`config.mk`:
```
export PLATFORM = sky130hd
export DESIGN_NAME = spr_dma_engine
export DESIGN_NICKNAME = d
export VERILOG_FILES = /design/src/rtl/nes_dma_pkg.sv /design/src/rtl/spr_dma_engine.sv
export SDC_FILE = /design/constraint.sdc
export NUM_CORES = 1
export LEC_CHECK = 0
export CORE_AREA = 2 2 77 79
export CTS_CLUSTER_SIZE = 30
export DETAILED_ROUTE_END_ITERATION = 8
export DIE_AREA = 0 0 79 81
export HOLD_SLACK_MARGIN = 0.08
export PLACE_DENSITY = 0.74
export SLEW_MARGIN = 40
export SYNTH_ARGS = -nofsm -noshare
export SYNTH_HDL_FRONTEND = slang
export SYNTH_SLANG_ARGS = --single-unit
export TNS_END_PERCENT = 100
```
`constraint.sdc`:
```
create_clock -name i_clk -period 1.8 [get_ports i_clk]
set_clock_uncertainty 0.2 [all_clocks]
set_input_delay 0.36 -clock i_clk [delete_from_list [all_inputs] [get_ports i_clk]]
set_output_delay 0.36 -clock i_clk [all_outputs]
set_load 0.02 [all_outputs]
```
`src/rtl/nes_dma_pkg.sv`:
```
// Shared definitions for the sprite DMA engine: state encoding and the
// default trigger / OAM data port addresses.
package nes_dma_pkg;

  typedef enum logic [2:0] {
    ST_IDLE  = 3'd0,
    ST_ALIGN = 3'd1,
    ST_RD    = 3'd2,
    ST_WR    = 3'd3,
    ST_DMC   = 3'd4
  } dma_state_t;

  localparam logic [15:0] TRIG_ADDR_DEF = 16'h4014;
  localparam logic [15:0] DST_ADDR_DEF  = 16'h2004;

endpackage

```
`src/rtl/spr_dma_engine.sv`:
```
// Sprite DMA engine: copies one source page to the OAM data port as
// alternating read/write beats, with an interleaved DMC sample-fetch channel.
module spr_dma_engine
  import nes_dma_pkg::*;
#(
  parameter int                ADDR_W    = 16,
  parameter int                DATA_W    = 8,
  parameter int                CNT_W     = 8,
  parameter logic [ADDR_W-1:0] TRIG_ADDR = TRIG_ADDR_DEF,
  parameter logic [ADDR_W-1:0] DST_ADDR  = DST_ADDR_DEF,
  parameter bit                ALIGN_EN  = 1'b1,
  parameter bit                DMC_EN    = 1'b1
) (
  input  logic              i_clk,
  input  logic              i_rst,
  input  logic [ADDR_W-1:0] i_bus_addr,
  input  logic              i_bus_wn,
  input  logic [DATA_W-1:0] i_bus_wdata,
  input  logic              i_cpu_odd,
  output logic              o_cpu_halt,
  output logic              o_spr_req,
  input  logic              i_spr_gnt,
  output logic [ADDR_W-1:0] o_spr_addr,
  output logic              o_spr_wn,
  output logic [DATA_W-1:0] o_spr_wdata,
  input  logic [DATA_W-1:0] i_spr_rdata,
  input  logic              i_dmc_req,
  input  logic [ADDR_W-1:0] i_dmc_addr,
  output logic              o_dmc_ack,
  output logic [DATA_W-1:0] o_dmc_data,
  output logic              o_busy,
  output logic              o_done
);

  localparam int PAGE_W = ADDR_W - CNT_W;
  localparam int EXT_W  = (PAGE_W > DATA_W) ? PAGE_W : DATA_W;

  dma_state_t        state;
  logic [PAGE_W-1:0] page;
  logic [CNT_W-1:0]  cnt;
  logic [DATA_W-1:0] buffer;
  logic [DATA_W-1:0] dmc_data;
  logic              pending;
  logic              dmc_ack;
  logic              done;

  logic [EXT_W-1:0]  wdata_ext;
  logic              trigger;
  logic              dmc_req;

  // Zero-extend so narrow counters (wide pages) still take the page from the write data.
  assign wdata_ext = EXT_W'(i_bus_wdata);
  assign trigger   = (i_bus_addr == TRIG_ADDR) && !i_bus_wn;
  assign dmc_req   = DMC_EN && i_dmc_req;

  // pending marks an accepted OAM transfer that still has beats left, so a
  // DMC fetch knows whether to resume the copy or drop back to idle.
  always_ff @(posedge i_clk) begin
    if (i_rst) begin
      state    <= ST_IDLE;
      page     <= '0;
      cnt      <= '0;
      buffer   <= '0;
      dmc_data <= '0;
      pending  <= 1'b0;
      dmc_ack  <= 1'b0;
      done     <= 1'b0;
    end else begin
      done    <= 1'b0;
      dmc_ack <= 1'b0;
      case (state)
        ST_IDLE: begin
          if (trigger) begin
            page    <= wdata_ext[PAGE_W-1:0];
            cnt     <= '0;
            pending <= 1'b1;
          end
          if (dmc_req) begin
            state <= ST_DMC;
          end else if (trigger) begin
            state <= (ALIGN_EN && i_cpu_odd) ? ST_ALIGN : ST_RD;
          end
        end
        ST_ALIGN: begin
          state <= ST_RD;
        end
        ST_RD: begin
          if (i_spr_gnt) begin
            buffer <= i_spr_rdata;
            cnt    <= cnt + CNT_W'(1);
            state  <= ST_WR;
          end
        end
        ST_WR: begin
          if (i_spr_gnt) begin
            if (cnt == '0) begin
              state   <= ST_IDLE;
              pending <= 1'b0;
              done    <= 1'b1;
            end else if (dmc_req) begin
              state <= ST_DMC;
            end else begin
              state <= ST_RD;
            end
          end
        end
        ST_DMC: begin
          if (i_spr_gnt) begin
            dmc_data <= i_spr_rdata;
            dmc_ack  <= 1'b1;
            state    <= pending ? ST_RD : ST_IDLE;
          end
        end
        default: begin
          state <= ST_IDLE;
        end
      endcase
    end
  end

  // Bus master outputs decode straight from the registered state, so they
  // hold steady for as long as the grant is withheld.
  always_comb begin
    o_spr_req   = 1'b0;
    o_spr_wn    = 1'b1;
    o_spr_addr  = '0;
    o_spr_wdata = '0;
    case (state)
      ST_RD: begin
        o_spr_req  = 1'b1;
        o_spr_addr = {page, cnt};
      end
      ST_WR: begin
        o_spr_req   = 1'b1;
        o_spr_wn    = 1'b0;
        o_spr_addr  = DST_ADDR;
        o_spr_wdata = buffer;
      end
      ST_DMC: begin
        o_spr_req  = 1'b1;
        o_spr_addr = i_dmc_addr;
      end
      default: begin
      end
    endcase
  end

  assign o_busy     = (state != ST_IDLE);
  assign o_cpu_halt = o_busy;
  assign o_done     = done;
  assign o_dmc_ack  = dmc_ack;
  assign o_dmc_data = dmc_data;

endmodule

```
**Word level (Yosys, flattened, before mapping)**

Cells that the tools add are included.

- Register bits after elaboration: 38
- Latch bits: 0
- RAM bits: 0
- Memory bits (read-only): 0
- Input bits: 54
- Output and inout port bits: 38
- Logic and storage cells: 62
- Memories: 0

- $add $sub $neg: 1
- $mul: 0
- Div/mod/pow operators: 0
- Magnitude comparators: 0
- Equal/unequal tests: 11
- Shift operators: 0
- Muxes and demuxes: 23
- Bitwise logic cells: 3
- Reductions and logical operators: 16

Operator list:

| cell | number |
|---|---|
| case mux 16 bit (3 select lines) | 1 |
| 2-to-1 mux 8 bit | 3 |
| 2-to-1 mux 3 bit | 7 |
| equality test 16 x 15 -> 1 bit, second input constant | 1 |
| case mux 8 bit (2 select lines) | 1 |
| case mux 3 bit (5 select lines) | 1 |
| != test 2 bit, second input constant | 5 |
| adder 8 x 1 -> 8 bit, second input constant | 1 |
| logical NOT 8 bit | 1 |
| AND reduction 4 bit | 2 |
| 2-to-1 mux 1 bit | 7 |
| equality test 3 x 2 -> 1 bit, second input constant | 2 |
| AND reduction 2 bit | 3 |
| OR reduction 3 bit | 2 |
| 2-to-1 mux 2 bit | 2 |
| nonzero test 2 bit | 2 |
| equality test 3 x 1 -> 1 bit, second input constant | 1 |
| equality test 3 bit, second input constant | 1 |
| logical NOT 3 bit | 1 |
| != test 3 bit, second input constant | 1 |
| NOT 1 bit | 3 |
| AND reduction 3 bit | 1 |
| nonzero test 3 bit | 1 |
| case mux 1 bit (2 select lines) | 1 |
| other kinds (3) | 3 |

**Longest topological paths before layout**

- Word-level depth: 5
- Mapped depth: 7
- Gate-level depth less buffers: 7

**Worst setup path after synthesis**

Ideal clock, no wire load.

- Path type: register to output
- Start: register state[0]
- End: output o_spr_addr[13]
- Data arrival time: 1.461 ns
- Data required time: 1.240 ns
- Slack: -0.221 ns
- Cell stages (with the launch flop): 8
- Buffers on the path: 3
- Cell sequence: dfxtp_1 -> buf_6 -> nor2_1 -> and2_1 -> clkbuf_1 -> buf_2 -> nand2_1 -> o21ai_0

- Word-level cells in the longest chain between the ends: 2
- Elaborated cells on any way between the ends: 4
- Classes of those cells: 3 x eq/ne; 1 x mux

Ends and longest elaborated chain:

| item | line | text |
|---|---|---|
| from (decl) | spr_dma_engine.sv:38 | `dma_state_t state;` |
| from (signal assigned) | spr_dma_engine.sv:81 | `state <= (ALIGN_EN && i_cpu_odd) ? ST_ALIGN : ST_RD;` |
| from (signal assigned) | spr_dma_engine.sv:111 | `state <= pending ? ST_RD : ST_IDLE;` |
| equality test 3 bit or equality test 3 x 2 -> 1 bit (tied branches) | spr_dma_engine.sv:128 | `case (state)` |
| case mux 16 bit (3 select lines) (*) | spr_dma_engine.sv:128 |  |
| to (decl) | spr_dma_engine.sv:23 | `output logic [ADDR_W-1:0] o_spr_addr,` |

Mark *: on every way between the ends. The rest lies on a longest branch, timed or not.

**Final worst setup path**

- Start: register state[0]
- End: output o_busy

- Word-level cells in the longest chain between the ends: 1

Ends and longest elaborated chain:

| item | line | text |
|---|---|---|
| nonzero test 3 bit | spr_dma_engine.sv:148 | `assign o_busy = (state != ST_IDLE);` |
| to (decl) | spr_dma_engine.sv:31 | `output logic o_busy,` |

Every way passes these cells.

==> flow_summary.json <==
{
  "synth_cell_types": 41,
  "pin_count": 92,
  "cp_common_cell": "buf_6",
  "layout_setup_ws_ns": -0.256,
  "routed_via_density": 5.07,
  "finalPower_w": 0.00235,
  "violations": "negative setup slack",
  "wl_per_cell_um": 15.3,
  "antenna_found_initial": 0,
  "end_kind": "primary output",
  "max_slew_margin_pct": 75.2,
  "period_share_pct": 114,
  "die_x_um": 79,
  "stdcell_count": 474,
  "synth_fp_nets": 313,
  "layout.nets": 454,
  "first_iter_violations": 106,
  "drive_gt1_share_pct": 45.9,
  "syn-instance-count": 257,
  "cp_slowest_stage_delay_ns": 0.37,
  "clk_pin_slew_ns": 0.08,
  "path_class": "reg -> out",
  "start_util_pct": 34.9,
  "finalSetupViolCount": 47,
  "clockBufferDepth": 2,
  "cts_buffers": 5,
  "synth_flop_cell": "dfxtp_1",
  "status": "complete, but fails checks",
  "synth_area_sq_um": 1980,
  "gp_congestion": 0.852,
  "required_ns": 1.24,
  "gr-total-overflow": 0,
  "cts_root_buf": "clkbuf_8",
  "vias": 2401,
  "hold_violations": 0,
  "grt_setup_unrepaired": "true",
  "grt_pass1_vias": 2340,
  "cp_max_fo": 5,
  "final_common_cell": "nand2_1",
  "port-buffer-count": 91,
  "yosysSeqAreaShare_pct": 38.4,
  "synth_edf_count": 0,
  "dp_cells": 451,
  "postRouteAntennaNets": 0,
  "clk_latency_ns": 0.28,
  "post-dp-hpwl_um": 4720,
  "maxCapViolCount": 0,
  "pre_cts_ws_ns": -0.584,
  "fillers": 406,
  "holdWs_ns": 0.256,
  "multi_input_area_sq_um": 1440,
  "p_leak_nw": 1.73,
  "postSynth.asyncResetShare_pct": 0,
  "cp-start-kind": "flop",
  "fp.coreArea_sq_um": 5680,
  "slowest_stage": "dfxtp_4",
  "rows": 28,
  "yosys_warnings": 0,
  "slew_violations": 0,
  "ctsHtreeMaxLevel": 2,
  "seq_area_sq_um": 773,
  "cp_cell_sequence": "buf_6, buf_6, or3_4, buf_6, buf_6",
  "grt_max_degree": 23,
  "grt_pass1_wl_um": 11000,
  "use_met1_pct": 27.2,
  "area_growth_pct": 101,
  "final_util_pct": 70.1,
  "synth_seq_cells": 38,
  "gr-max-usage-layer": "met2",
  "antennaDiodeCount": 0,
  "wl_um": 7240,
  "cts_sinks": 38,
  "grt_usage_pct": 21.9,
  "cts_tree": "done",
  "die_area_sq_um": 6400,
  "hp-class": "reg -> reg",
  "arrival_ns": 1.50,
  "worst-slew-pin-transition_ns": 0.371,
  "fin_crit_ns": 2.06,
  "gr-usage-met2_pct": 38.6,
  "power_density_nw_per_um2": 590,
  "fmax_mhz": 486,
  "layout_common_cells": "45 x nand2_1, 44 x buf_6, 44 x clkdlybuf4s50_1, 40 x buf_4, 34 x dfxtp_1",
  "route.detailed.drc": 0,
  "grt.met3_usage_pct": 5.00,
  "dieHeight_um": 81,
  "drtPass1Iterations": 4,
  "worst_ir_drop_vdd_mv": 0.468,
  "syn_avg_cell_area_sq_um": 7.71
}
==> cell families after synthesis <==
family / count (synthesis) / synth area share [%]
AOI/OAI and AO/OA: 62 / 20.3
DFF: 38 / 38.4
buffers and inverters: 25 / 6.94
muxes: 3 / 1.58
and+or+nand+nor: 127 / 31.6
adders and majority gates: 2 / 1.26
==> area by class of cell <==
type	count	area share, %
multi-input cells	195	36.1
well taps	75	2.36
clock buffers	6	2.08
inverters	5	0.535
clock inverters	2	0.315
repair buffers	153	39.2
flip-flops and latches	38	19.4
==> routing by layer <==
metal  routed length (um)  up-vias  share of wire (%)
met1                 2990     1131                 41
met4                   60        0               0.83
met2                 3720       92                 51
met3                  472        6                6.5
met5                    0        -                  0
li1                     -     1172                  -
==> registers in the layout (all words and copies together) (netlist names) <==
name and cells:
page 8, pending 1, o_done 1, o_dmc_data 8, state 3, buffer 8, o_dmc_ack 1, cnt 8
==> critical path, delay by kind of cell (launching register included) <==
kind	cells	cell delay [ns]
flops	1	0.37
simple gates	1	0.36
buf+inv	4	0.48
==> metrics by stage <==
step | instance area [sq um] | TNS, ns
after global placement | 3410 | -23.50
after CTS | 3790 | -7.48
after global routing | 3980 | -10.29
after floorplan | 2130 | -1.34
final | 3980 | -7.57
after detailed placement | 3410 | -23.50
==> timing repair <==
action	CTS	global route
setup endpoints to repair	61	65
cloned	3	0
resized for setup	231	44
hold buffers	0	0
pin swaps	31	19
buffers inserted	7	7
==> synthesized netlist by cell type, drive strengths merged (2+ instances only) <==
cell | count | area [sq um]
dfxtp | 38 | 761
and2 | 11 | 68.8
a32oi | 3 | 26.3
o31ai | 2 | 15.0
nand2 | 62 | 233
a311oi | 2 | 23.8
nand4 | 2 | 12.5
a22o | 13 | 114
or3 | 3 | 28.8
o21ai | 6 | 30.0
clkbuf | 7 | 26.3
ha | 2 | 25.0
nand3 | 11 | 65.1
nor4 | 3 | 33.8
nor3 | 5 | 25.0
buf | 13 | 92.6
nor4b | 2 | 17.5
and3 | 2 | 12.5
inv | 5 | 18.8
nor2 | 17 | 63.8
mux2i | 2 | 20.0
a21o | 2 | 15.0
nand2b | 4 | 25.0
a21oi | 32 | 164
==> worst paths after layout <==
check,slack (ns),cells after the start,from,end
min,0.26,2,buffer[7],buffer[7]
max reg2reg,-0.25,7,state[0],cnt[5]
min reg2reg,0.26,2,buffer[7],buffer[7]
max,-0.26,5,state[0],o_busy
==> power by group <==
group | leakage (nW) | switching [W] | internal [W]
registers | 0.310 | 0.0000231 | 0.000867
logic | 1.37 | 0.000376 | 0.000475
clock network | 0.0472 | 0.000298 | 0.000308
total | 1.73 | 0.000697 | 0.00165
(Power assumes the default switching activity.)
